[src/rtl/fp_pkg.sv]
// Shared constants and types for the pipelined floating-point adder.
// Widths here are the defaults; fpadd_pipe derives its own from EXP_W/MAN_W.
package fp_pkg;

  localparam int unsigned FP_EXP_W = 8;
  localparam int unsigned FP_MAN_W = 23;
  localparam int unsigned FP_W     = 1 + FP_EXP_W + FP_MAN_W;
  localparam int unsigned FP_XW    = FP_MAN_W + 4;  // hidden + mantissa + G/R/S
  localparam int unsigned FP_SW    = FP_MAN_W + 5;  // carry + FP_XW

  localparam logic [FP_W-1:0] FP_ZERO = '0;
  localparam logic [FP_W-1:0] FP_NAN  = '1;

  typedef struct packed {
    logic                sign;
    logic [FP_EXP_W-1:0] exp;
    logic [FP_MAN_W-1:0] mant;
  } fp_op_t;

endpackage

[src/rtl/fpadd_pipe_if.sv]
// Operand/result handshake bundle for fpadd_pipe.
// master drives operands and out_ready; slave is the adder.
interface fpadd_pipe_if
  import fp_pkg::*;
#(
  parameter int unsigned EXP_W = FP_EXP_W,
  parameter int unsigned MAN_W = FP_MAN_W
);
  localparam int unsigned W = 1 + EXP_W + MAN_W;

  logic         in_valid;
  logic         in_ready;
  logic [W-1:0] a;
  logic [W-1:0] b;
  logic         out_valid;
  logic         out_ready;
  logic [W-1:0] z;
  logic         ovf;
  logic         unf;

  modport master (
    output in_valid, a, b, out_ready,
    input  in_ready, out_valid, z, ovf, unf
  );

  modport slave (
    input  in_valid, a, b, out_ready,
    output in_ready, out_valid, z, ovf, unf
  );
endinterface

[src/rtl/fpadd_lzc.sv]
// Leading-zero counter; returns WIDTH when the input is all zeros.
module fpadd_lzc #(
  parameter int unsigned WIDTH = 28,
  localparam int unsigned CNT_W = $clog2(WIDTH + 1)
) (
  input  logic [WIDTH-1:0] value,
  output logic [CNT_W-1:0] count
);

  // Ascending scan: the highest set bit is the last one to write count.
  always_comb begin
    count = CNT_W'(WIDTH);
    for (int i = 0; i < WIDTH; i++) begin
      if (value[i]) count = CNT_W'(WIDTH - 1 - i);
    end
  end

endmodule

[src/rtl/fpadd_pipe.sv]
// Three-stage floating-point adder (align / add / normalise+pack) with a global stall.
// Define FPADD_RNE_EN for round-to-nearest-even; otherwise results are truncated.
module fpadd_pipe
  import fp_pkg::*;
#(
  parameter int unsigned EXP_W = FP_EXP_W,
  parameter int unsigned MAN_W = FP_MAN_W
) (
  input logic         clk,
  input logic         rst_n,
  fpadd_pipe_if.slave bus
);

  localparam int unsigned W    = 1 + EXP_W + MAN_W;
  localparam int unsigned XW   = MAN_W + 4;
  localparam int unsigned SW   = MAN_W + 5;
  localparam int unsigned EW   = EXP_W + 2;
  localparam int unsigned LW   = $clog2(SW + 1);
  localparam int          EMAX = (1 << EXP_W) - 1;

  logic stall, en;
  assign stall        = bus.out_valid && !bus.out_ready;
  assign en           = !stall;
  assign bus.in_ready = en;

  // ---------------- S1: unpack, swap, align ----------------
  logic [EXP_W-1:0] ea, eb, e_big, e_small, ediff;
  logic [XW-1:0]    xa, xb, x_big, x_small, x_al;
  logic [2*XW-1:0]  sh;
  logic             s_big, s_small, nan_in;
  int unsigned      sh_amt;

  always_comb begin
    ea     = bus.a[W-2:MAN_W];
    eb     = bus.b[W-2:MAN_W];
    xa     = (ea == '0) ? '0 : {1'b1, bus.a[MAN_W-1:0], 3'b000};
    xb     = (eb == '0) ? '0 : {1'b1, bus.b[MAN_W-1:0], 3'b000};
    nan_in = (ea == '1) || (eb == '1);
    if ({ea, xa} >= {eb, xb}) begin
      s_big = bus.a[W-1]; e_big = ea; x_big = xa;
      s_small = bus.b[W-1]; e_small = eb; x_small = xb;
    end else begin
      s_big = bus.b[W-1]; e_big = eb; x_big = xb;
      s_small = bus.a[W-1]; e_small = ea; x_small = xa;
    end
    ediff  = e_big - e_small;
    // Beyond XW positions everything lands in the lower half and becomes sticky.
    sh_amt = (32'(ediff) > XW) ? XW : 32'(ediff);
    sh     = {x_small, {XW{1'b0}}} >> sh_amt;
    x_al   = sh[2*XW-1:XW] | {{(XW-1){1'b0}}, |sh[XW-1:0]};
  end

  logic             s1_valid_q, s1_sign_q, s1_sub_q, s1_nan_q;
  logic [EXP_W-1:0] s1_exp_q;
  logic [XW-1:0]    s1_ma_q, s1_mb_q;

  // ---------------- S2: add / subtract ----------------
  logic             s2_valid_q, s2_sign_q, s2_nan_q;
  logic [EXP_W-1:0] s2_exp_q;
  logic [SW-1:0]    s2_sum_q, sum_d;

  assign sum_d = s1_sub_q ? ({1'b0, s1_ma_q} - {1'b0, s1_mb_q})
                          : ({1'b0, s1_ma_q} + {1'b0, s1_mb_q});

  // ---------------- S3: normalise, round, pack ----------------
  logic [LW-1:0]          lzc;
  logic [SW-1:0]          shl;
  logic [XW-1:0]          norm;
  logic signed [EW-1:0]   exp_n;
  logic [MAN_W+1:0]       mant_r;
  logic [MAN_W-1:0]       frac;
  logic [W-1:0]           z_d;
  logic                   ovf_d, unf_d;

  fpadd_lzc #(.WIDTH(SW)) u_lzc (
    .value (s2_sum_q),
    .count (lzc)
  );

`ifndef FPADD_RNE_EN
  logic unused_grs;
  assign unused_grs = ^norm[2:0];
`endif

  always_comb begin
    exp_n = $signed({2'b00, s2_exp_q});
    shl   = s2_sum_q << (lzc - LW'(1));
    if (s2_sum_q[SW-1]) begin
      norm  = {s2_sum_q[SW-1:2], s2_sum_q[1] | s2_sum_q[0]};
      exp_n = exp_n + EW'(1);
    end else begin
      norm  = shl[XW-1:0];
      exp_n = exp_n + EW'(1) - EW'(lzc);
    end
`ifdef FPADD_RNE_EN
    mant_r = {1'b0, norm[XW-1:3]}
           + (MAN_W+2)'(norm[2] & (norm[1] | norm[0] | norm[3]));
`else
    mant_r = {1'b0, norm[XW-1:3]};
`endif
    frac = mant_r[MAN_W+1] ? mant_r[MAN_W:1] : mant_r[MAN_W-1:0];
    if (mant_r[MAN_W+1]) exp_n = exp_n + EW'(1);

    z_d   = {s2_sign_q, exp_n[EXP_W-1:0], frac};
    ovf_d = 1'b0;
    unf_d = 1'b0;
    if (s2_nan_q) begin
      z_d   = '1;
      ovf_d = 1'b1;
    end else if (s2_sum_q == '0) begin
      z_d = '0;
    end else if (exp_n <= 0) begin
      z_d   = '0;
      unf_d = 1'b1;
    end else if (exp_n >= EMAX) begin
      z_d   = '1;
      ovf_d = 1'b1;
    end
  end

  logic         out_valid_q, ovf_q, unf_q;
  logic [W-1:0] z_q;

  always_ff @(posedge clk or negedge rst_n) begin
    if (!rst_n) begin
      s1_valid_q  <= 1'b0;
      s1_sign_q   <= 1'b0;
      s1_sub_q    <= 1'b0;
      s1_nan_q    <= 1'b0;
      s1_exp_q    <= '0;
      s1_ma_q     <= '0;
      s1_mb_q     <= '0;
      s2_valid_q  <= 1'b0;
      s2_sign_q   <= 1'b0;
      s2_nan_q    <= 1'b0;
      s2_exp_q    <= '0;
      s2_sum_q    <= '0;
      out_valid_q <= 1'b0;
      z_q         <= '0;
      ovf_q       <= 1'b0;
      unf_q       <= 1'b0;
    end else if (en) begin
      s1_valid_q  <= bus.in_valid;
      s1_sign_q   <= s_big;
      s1_sub_q    <= s_big ^ s_small;
      s1_nan_q    <= nan_in;
      s1_exp_q    <= e_big;
      s1_ma_q     <= x_big;
      s1_mb_q     <= x_al;
      s2_valid_q  <= s1_valid_q;
      s2_sign_q   <= s1_sign_q;
      s2_nan_q    <= s1_nan_q;
      s2_exp_q    <= s1_exp_q;
      s2_sum_q    <= sum_d;
      out_valid_q <= s2_valid_q;
      z_q         <= z_d;
      ovf_q       <= ovf_d;
      unf_q       <= unf_d;
    end
  end

  assign bus.out_valid = out_valid_q;
  assign bus.z         = z_q;
  assign bus.ovf       = ovf_q;
  assign bus.unf       = unf_q;

endmodule
[src/flat_wrapper.sv]
// flat-port wrapper written by rule: the top's interface ports become plain ports
module fpadd_pipe_flat import fp_pkg::*;
#(
  parameter int unsigned EXP_W = FP_EXP_W,
  parameter int unsigned MAN_W = FP_MAN_W
)
  (clk, rst_n, bus_in_valid, bus_a, bus_b, bus_out_ready, bus_in_ready, bus_out_valid, bus_z, bus_ovf, bus_unf);
  fpadd_pipe_if #(.EXP_W(EXP_W), .MAN_W(MAN_W)) bus_i ();
  input logic clk;
  input logic rst_n;
  input wire logic [$bits(bus_i.in_valid)-1:0] bus_in_valid;
  input wire logic [$bits(bus_i.a)-1:0] bus_a;
  input wire logic [$bits(bus_i.b)-1:0] bus_b;
  input wire logic [$bits(bus_i.out_ready)-1:0] bus_out_ready;
  output wire logic [$bits(bus_i.in_ready)-1:0] bus_in_ready;
  output wire logic [$bits(bus_i.out_valid)-1:0] bus_out_valid;
  output wire logic [$bits(bus_i.z)-1:0] bus_z;
  output wire logic [$bits(bus_i.ovf)-1:0] bus_ovf;
  output wire logic [$bits(bus_i.unf)-1:0] bus_unf;
  assign bus_i.in_valid = bus_in_valid;
  assign bus_i.a = bus_a;
  assign bus_i.b = bus_b;
  assign bus_i.out_ready = bus_out_ready;
  assign bus_in_ready = bus_i.in_ready;
  assign bus_out_valid = bus_i.out_valid;
  assign bus_z = bus_i.z;
  assign bus_ovf = bus_i.ovf;
  assign bus_unf = bus_i.unf;
  fpadd_pipe #(.EXP_W(EXP_W), .MAN_W(MAN_W)) u_core (.clk(clk), .rst_n(rst_n), .bus(bus_i));
endmodule
[config.mk]
export PLATFORM = sky130hd
export DESIGN_NAME = fpadd_pipe_flat
export DESIGN_NICKNAME = d
export VERILOG_FILES = /design/src/rtl/fp_pkg.sv /design/src/rtl/fpadd_pipe_if.sv /design/src/rtl/fpadd_lzc.sv /design/src/rtl/fpadd_pipe.sv /design/src/flat_wrapper.sv
export SDC_FILE = /design/constraint.sdc
export NUM_CORES = 1
export LEC_CHECK = 0
export CAP_MARGIN = 20
export CORE_MARGIN = 2
export CORE_UTILIZATION = 43
export CTS_BUF_LIST = sky130_fd_sc_hd__clkbuf_4 sky130_fd_sc_hd__clkbuf_8 sky130_fd_sc_hd__clkbuf_16
export DETAILED_ROUTE_END_ITERATION = 7
export PLACE_DENSITY = 0.68
export SETUP_SLACK_MARGIN = 0.2
export SLEW_MARGIN = 20
export SYNTH_ARGS = -nofsm -noshare
export SYNTH_HDL_FRONTEND = slang
export SYNTH_SLANG_ARGS = --single-unit
[constraint.sdc]
create_clock -name clk -period 8.8 [get_ports clk]
set_clock_uncertainty 0.2 [all_clocks]
set_input_delay 1.76 -clock clk [delete_from_list [all_inputs] [get_ports clk]]
set_output_delay 1.76 -clock clk [all_outputs]
set_load 0.005 [all_outputs]
==> results of run 1 <==
==> final cells by class <==
type                            count  area, um2  share of cell area (%)
Timing Repair Buffer              157       1480                    9.70
Multi-Input combinational cell   1428       8960                    59.0
Inverter                           55        208                    1.37
Tap cell                          390        488                    3.21
Clock buffer                       17        425                    2.80
Sequential cell                   137       3430                    22.6
Clock inverter                     15        211                    1.39
==> registers in the layout, summed over array words and instances (netlist names) <==
signal / cells
u_core.s1_exp_q: 8
u_core.s2_exp_q: 8
u_core.s2_sum_q: 28
u_core.bus.out_valid: 1
u_core.bus.z: 32
u_core.s1_sign_q: 1
u_core.s1_ma_q: 24
u_core.bus.unf: 1
u_core.s1_mb_q: 27
u_core.s1_valid_q: 1
u_core.s2_sign_q: 1
u_core.s1_sub_q: 1
u_core.bus.ovf: 1
u_core.s2_valid_q: 1
u_core.s2_nan_q: 1
u_core.s1_nan_q: 1
==> logic make-up after synthesis <==
group / Yosys count / share of synthesized area, %
buffers and inverters: 162 / 5.22
adder cells (fa/ha/maj): 66 / 6.39
AO/OA/AOI/OAI: 548 / 27.9
flip-flops: 137 / 26.3
XOR/XNOR: 60 / 4.03
multiplexers: 46 / 5.39
AND/OR/NAND/NOR: 708 / 24.8
==> per-layer routing <==
layer  global-route usage [%]  vias up  part of all wire [%]
li1                         -     6437                     -
met1                     39.5     6415                    45
met2                     45.8      507                    47
met3                     3.45       89                   5.5
met4                     9.77        0                   2.9
met5                        0        -                     0
==> power by group <==
part	leakage [nW]	switching [W]	internal, W
combinational	4.41	0.00201	0.00150
sequential	1.65	0.000309	0.000867
clock	0.310	0.000301	0.000481
==> worst register-to-register path, delay by kind of cell, from the launching register on <==
family          cells  cell delay [ns]
flops               1             0.46
xor+xnor            1             0.19
buf+inv             3             0.71
fa+ha+maj           2             0.67
compound gates     15             2.52
simple gates       11             2.13
==> cell usage in the layout (no fill, tap or decap), types with 10 or more instances in the layout <==
| cell type | synthesis | layout |
|---|---|---|
| buf_4 | 2 | 51 |
| nand2b_1 | 17 | 17 |
| dfrtp_1 | 137 | 137 |
| clkbuf_16 | 0 | 17 |
| a22oi_1 | 11 | 11 |
| o21ai_0 | 115 | 114 |
| o21ai_1 | 10 | 11 |
| inv_1 | 54 | 53 |
| nand4_1 | 10 | 10 |
| nor4_1 | 14 | 13 |
| mux4_2 | 18 | 18 |
| o211ai_1 | 17 | 17 |
| o22ai_1 | 16 | 16 |
| o31ai_1 | 13 | 13 |
| a221oi_1 | 20 | 20 |
| mux2i_1 | 18 | 18 |
| o21a_1 | 12 | 12 |
| nor3_1 | 35 | 35 |
| a31oi_1 | 37 | 37 |
| nand2_1 | 273 | 273 |
| ha_1 | 65 | 65 |
| clkdlybuf4s50_1 | 0 | 102 |
| a211o_1 | 13 | 13 |
| xor2_1 | 18 | 18 |
| and2_1 | 32 | 32 |
| nor2b_1 | 12 | 11 |
| and3_1 | 19 | 19 |
| a21oi_1 | 143 | 143 |
| nand3_1 | 49 | 49 |
| a211oi_1 | 27 | 27 |
| xnor2_1 | 42 | 41 |
| nor2_1 | 206 | 206 |
==> timing repair <==
action | 4_1_cts | 5_1_grt
setup buffers | 0 | 0
gates resized for setup | 0 | 4
setup endpoints to repair | 0 | 1
==> path summary, 6_finish.rpt <==
kind                                                 from                             end
max                                             bus_a[29]   u_core.s1_mb_q[0]$_DFFE_PN0N_
min                         u_core.s2_valid_q$_DFFE_PN0N_   u_core.s2_valid_q$_DFFE_PN0N_
max reg2reg                u_core.s2_sum_q[1]$_DFFE_PN0N_    u_core.bus.z[16]$_DFFE_PN0N_
min reg2reg                 u_core.s2_valid_q$_DFFE_PN0N_   u_core.s2_valid_q$_DFFE_PN0N_
max in group asynchronous                           rst_n  u_core.s1_ma_q[11]$_DFFE_PN0N_
min in group asynchronous                           rst_n     u_core.bus.z[9]$_DFFE_PN0N_
==> per-stage QoR <==
step                      total power (W)  utilization (%)  hold slack (ns)
after floorplan                   0.00360                -            0.230
after global placement            0.00459             48.9            0.240
after detailed placement          0.00462             48.9            0.251
after CTS                         0.00542             51.0            0.267
after global routing              0.00591             51.2            0.306
final                             0.00547             51.2            0.261
==> reports/qor.yml, run 1 <==
run_status: "finished clean"
ir_drop_mv: 0.283
core_area_mm2: 0.0297
rows: 63
totalWireLength_um: 44000
root_buffer: "clkbuf_16"
fin_nets: 1930
die_x_um: 178
slowest_delay_ns: 0.53
layout-drive-gt1-share_pct: 8.79
routed_via_density: 6.12
slew_headroom_pct: 33.8
cpLargestDelayFamily: "compound AO/OA/AOI/OAI gates"
cp_cell_sequence: "clkdlybuf4s50_1, nor4_2, nand2_1, buf_4, and2_1, ha_1, a21oi_1, o21ai_0, a221oi_1, nand2_1, buf_4, a2111oi_4, a31oi_1, a311oi_1, o31a_1, nand2_1, a2111oi_1, o21ai_1, a21boi_1, a221oi_1, nand4_1, nor4_2, a31o_1, a22oi_1"
ff2ff_path_depth: 32
n_fill_cell: 2924
layout.cells.non_filler: 2199
gr-total-overflow: 0
synth_cells: 1727
route.detailed.drc: 0
drt_iter0_markers: 1420
antennaDiodeCount: 0
numCtsBuffers: 17
rsz0062_at_grt: "no"
holdPathStages: 2
crit_top_cell: "nand2_1"
ys_top_cells_by_count: "nand2_1 (273), nor2_1 (206), a21oi_1 (143)"
dp_hpwl_um: 34100
post-route-period-util_pct: 91.8
finalWorstSetupSlack_ns: 0.725
htree_levels: 4
dr.pass1.iters: 7
max_cap_viol_count: 0
yosysTopAreaCellShare_pct: 26.3
wl_per_cell_um: 20.0
ant_nets: 0
required_ns: 8.86
syn_area_per_cell_um2: 7.55
grt_max_degree: 80
grt_pass1_vias: 12930
reg2reg_setup_slack_ns: 1.86
antenna_found_initial: 3
clk_latency_ns: 0.42
netlist_area_mm2: 0.0130
gp_congestion: 0.957
grtUsageTotal_pct: 28.5
yosysUniqueCellTypes: 100
vias: 13448
ys_seq_area_share_pct: 26.3
fin_crit_ns: 8.08
start_util_pct: 43.9
cts_sinks: 137
worst-setup-path-type: "in -> reg"
die_y_um: 178
syn_nets: 1861
finalSetupTns_ns: 0
fmax_ghz: 0.124
io_pins: 104
portBuffers: 103
final_max_slew_viol_count: 0
cts_tree: "done"
hold_violations: 0
fin_area_mm2: 0.0152
dp.cells: 2166
synthTopCellsByArea: "dfrtp_1 (26%), nand2_1 (7.9%), ha_1 (6.2%)"
place_ws_ns: 0.245
tightest_slew_ns: 0.993
grt_pass1_wl_um: 71200
die-area_mm2: 0.0317
async_reset_ff_share_pct: 100
ctsLongestPathBuffers: 2
path_buf_inv: 3
crit_arrival_ns: 8.14
worst-path-max-fanout: 26
place_area_mm2: 0.0145
yosysTopAreaCell: "dfrtp_1"
slowest_stage: "a221oi_1"
min-delay-path-class: "reg -> reg"
synth_edf_count: 0
cp-start-kind: "input pin"
yosys_warnings: 0
syn_to_final_growth_pct: 16.6
setup_violations: 0
power.leakage_nw: 6.37
synth_most_common_cell: "nand2_1"
worst-path-stages: 24
power_density_mw_per_mm2: 360
ctsHoldBuffers: 0
clk_pin_slew_worst_paths_ns: 0.07
endpoint_kind: "flip-flop"
ys.flop_type: "dfrtp_1"
synth-seq-cells: 137
(Power assumes the default switching activity.)
==> inputs of run 2 (changes only) <==
Settings changed: CTS_CLUSTER_DIAMETER set to 80, REMOVE_ABC_BUFFERS set to 1.
==> reports/qor.yml, run 2 (synthesis gave the netlist of run 1 again) <==
final_common_cell: "nand2_1"
grt_pass1_vias: 12221  # -5.5%
max_cap_viol_count: 0  # unchanged
root_buffer: "clkbuf_16"
dp.cells: 2157  # -0.42%
netSwitchingPower_w: 0.00257  # -2.0%
rsz0062_at_grt: "no"
min-delay-path-class: "reg -> reg"
place_area_mm2: 0.0145  # -0.24%
start_util_pct: 43.9  # unchanged
cts_sinks: 137  # unchanged
wl_per_cell_um: 18.4  # -8.0%
cp-start-kind: "input pin"
die_y_um: 178  # unchanged
power.leakage_nw: 6.34  # -0.52%
route.detailed.drc: 0  # unchanged
drt_iter0_markers: 1166  # -18%
ctsLongestPathBuffers: 2  # unchanged
cellInternalPower_w: 0.00286  # +0.34%
worst-setup-path-type: "in -> reg"
path_buf_inv: 3  # unchanged
vias: 13255  # -1.4%
portBuffers: 103  # unchanged
gp_congestion: 0.933  # -2.5%
layout_common_cells: "nand2_1 (273), nor2_1 (206), a21oi_1 (143)"
die-area_mm2: 0.0317  # unchanged
gr-total-overflow: 0  # unchanged
r2r_start: "u_core.s2_sum_q[1]$_DFFE_PN0N_"
rows: 63  # unchanged
startpoint: "bus_a[26]"
combPwrFrac_pct: 64.2  # about the same
p_total_w: 0.00543  # -0.79%
ant_nets: 0  # unchanged
core_area_mm2: 0.0297  # unchanged
antenna_found_initial: 0  # -3
largest_reg_flops: 32  # unchanged
grt_pass1_wl_um: 65500  # -8.0%
fin_nets: 1920  # -0.52%
endpoint_kind: "flip-flop"
final_util_pct: 51.0  # -0.19 points
run_status: "finished clean"
fmax_ghz: 0.122  # -1.2%
min_from: "u_core.s2_valid_q$_DFFE_PN0N_"
numCtsBuffers: 17  # unchanged
worst-path-max-fanout: 26  # unchanged
netSwitchingFraction_pct: 47.3  # -0.59 points
cpLargestDelayFamily: "simple AND/OR/NAND/NOR gates"
slowest_delay_ns: 0.57  # +0.04 ns
routed_via_density: 6.06  # -0.98%
setup_violations: 0  # unchanged
antennaDiodeCount: 0  # unchanged
required_ns: 8.88  # +0.02 ns
fin_area_mm2: 0.0151  # -0.37%
layout.cells.non_filler: 2189  # -0.45%
clk_pin_slew_worst_paths_ns: 0.06  # about the same
tightest_slew_ns: 0.866  # -0.127 ns
die_x_um: 178  # unchanged
power_density_mw_per_mm2: 358  # -0.42%
grtUsageTotal_pct: 25.7  # -2.8 points
clock_power_share_pct: 14.3  # about the same
crit_top_cell: "and3_1"
htree_levels: 4  # unchanged
totalWireLength_um: 40300  # -8.4%
post-route-period-util_pct: 92.9  # +1.1 points
fin_crit_ns: 8.18  # +0.100 ns
slowest_stage: "clkdlybuf4s50_1"
clk_latency_ns: 0.43  # about the same
syn_to_final_growth_pct: 16.2
finalWorstSetupSlack_ns: 0.624  # -0.100 ns
dp_hpwl_um: 30500  # -10%
seqPwrFrac_pct: 21.5  # about the same
ctsHoldBuffers: 0  # unchanged
ir_drop_mv: 0.278  # -1.8%
final_max_slew_viol_count: 0  # unchanged
layout-drive-gt1-share_pct: 8.28  # -0.51 points
grt_max_degree: 88  # +10%
crit_arrival_ns: 8.26  # +0.12 ns
slew_headroom_pct: 42.3  # +8.5 points
dr.pass1.iters: 5  # -2
cts_tree: "done"
io_pins: 104  # unchanged
place_ws_ns: 0.142  # -0.103 ns
hold_violations: 0  # unchanged
==> run 2: path summary, 6_finish.rpt <==
kind	endpoint	depth (start not counted)	slack [ns]
setup / recovery	u_core.s1_mb_q[0]$_DFFE_PN0N_	26	0.62
hold / removal	u_core.bus.out_valid$_DFFE_PN0N_	1	0.26
setup reg to reg	u_core.bus.z[21]$_DFFE_PN0N_	32	1.70
hold reg to reg	u_core.bus.out_valid$_DFFE_PN0N_	1	0.26
max in group asynchronous	u_core.s1_ma_q[4]$_DFFE_PN0N_	2	6.00
min in group asynchronous	u_core.bus.z[7]$_DFFE_PN0N_	1	1.13
==> run 2: power by group through the flow <==
| stage | Combinational [W] | Sequential, W | Clock (W) |
|---|---|---|---|
| 6_report | 0.00348 | 0.00117 | 0.000777 |
| 3_5_place_dp | 0.00343 | 0.00117 | 0 |
| 4_1_cts | 0.00345 | 0.00116 | 0.000789 |
| 3_3_place_gp | 0.00340 | 0.00116 | 0 |
| 2_1_floorplan | 0.00244 | 0.00109 | 0 |
| 5_1_grt | 0.00383 | 0.00119 | 0.000815 |
==> run 2: routing by layer <==
| metal | vias up | GRT usage (%) | part of all wire (%) |
|---|---|---|---|
| met3 | 88 | 3.20 | 5.5 |
| li1 | 6432 | - | - |
| met2 | 525 | 41.8 | 47 |
| met5 | - | 0 | 0 |
| met1 | 6210 | 35.0 | 45 |
| met4 | 0 | 9.12 | 2.8 |
==> run 2: area by class of cell <==
| class | instances | area, um2 |
|---|---|---|
| multi-input combinational | 1428 | 8960 |
| tap | 390 | 488 |
| clock buffer | 22 | 482 |
| sequential | 137 | 3430 |
| inverter | 55 | 208 |
| timing repair buffer | 147 | 1410 |
| fill | 2886 | 14600 |
| clock inverter | 10 | 165 |
==> run 2: repair_timing <==
action / in CTS / in global routing
endpoints found under the setup margin: 0 / 1
setup buffers: 0 / 0
gates resized for setup: 0 / 1
==> run 2: stage by stage <==
step | setup TNS [ns] | hold WS, ns
after floorplan | -66.23 | 0.230
after global placement | 0 | 0.242
after detailed placement | 0 | 0.255
after CTS | 0 | 0.267
after global routing | 0 | 0.282
final | 0 | 0.259
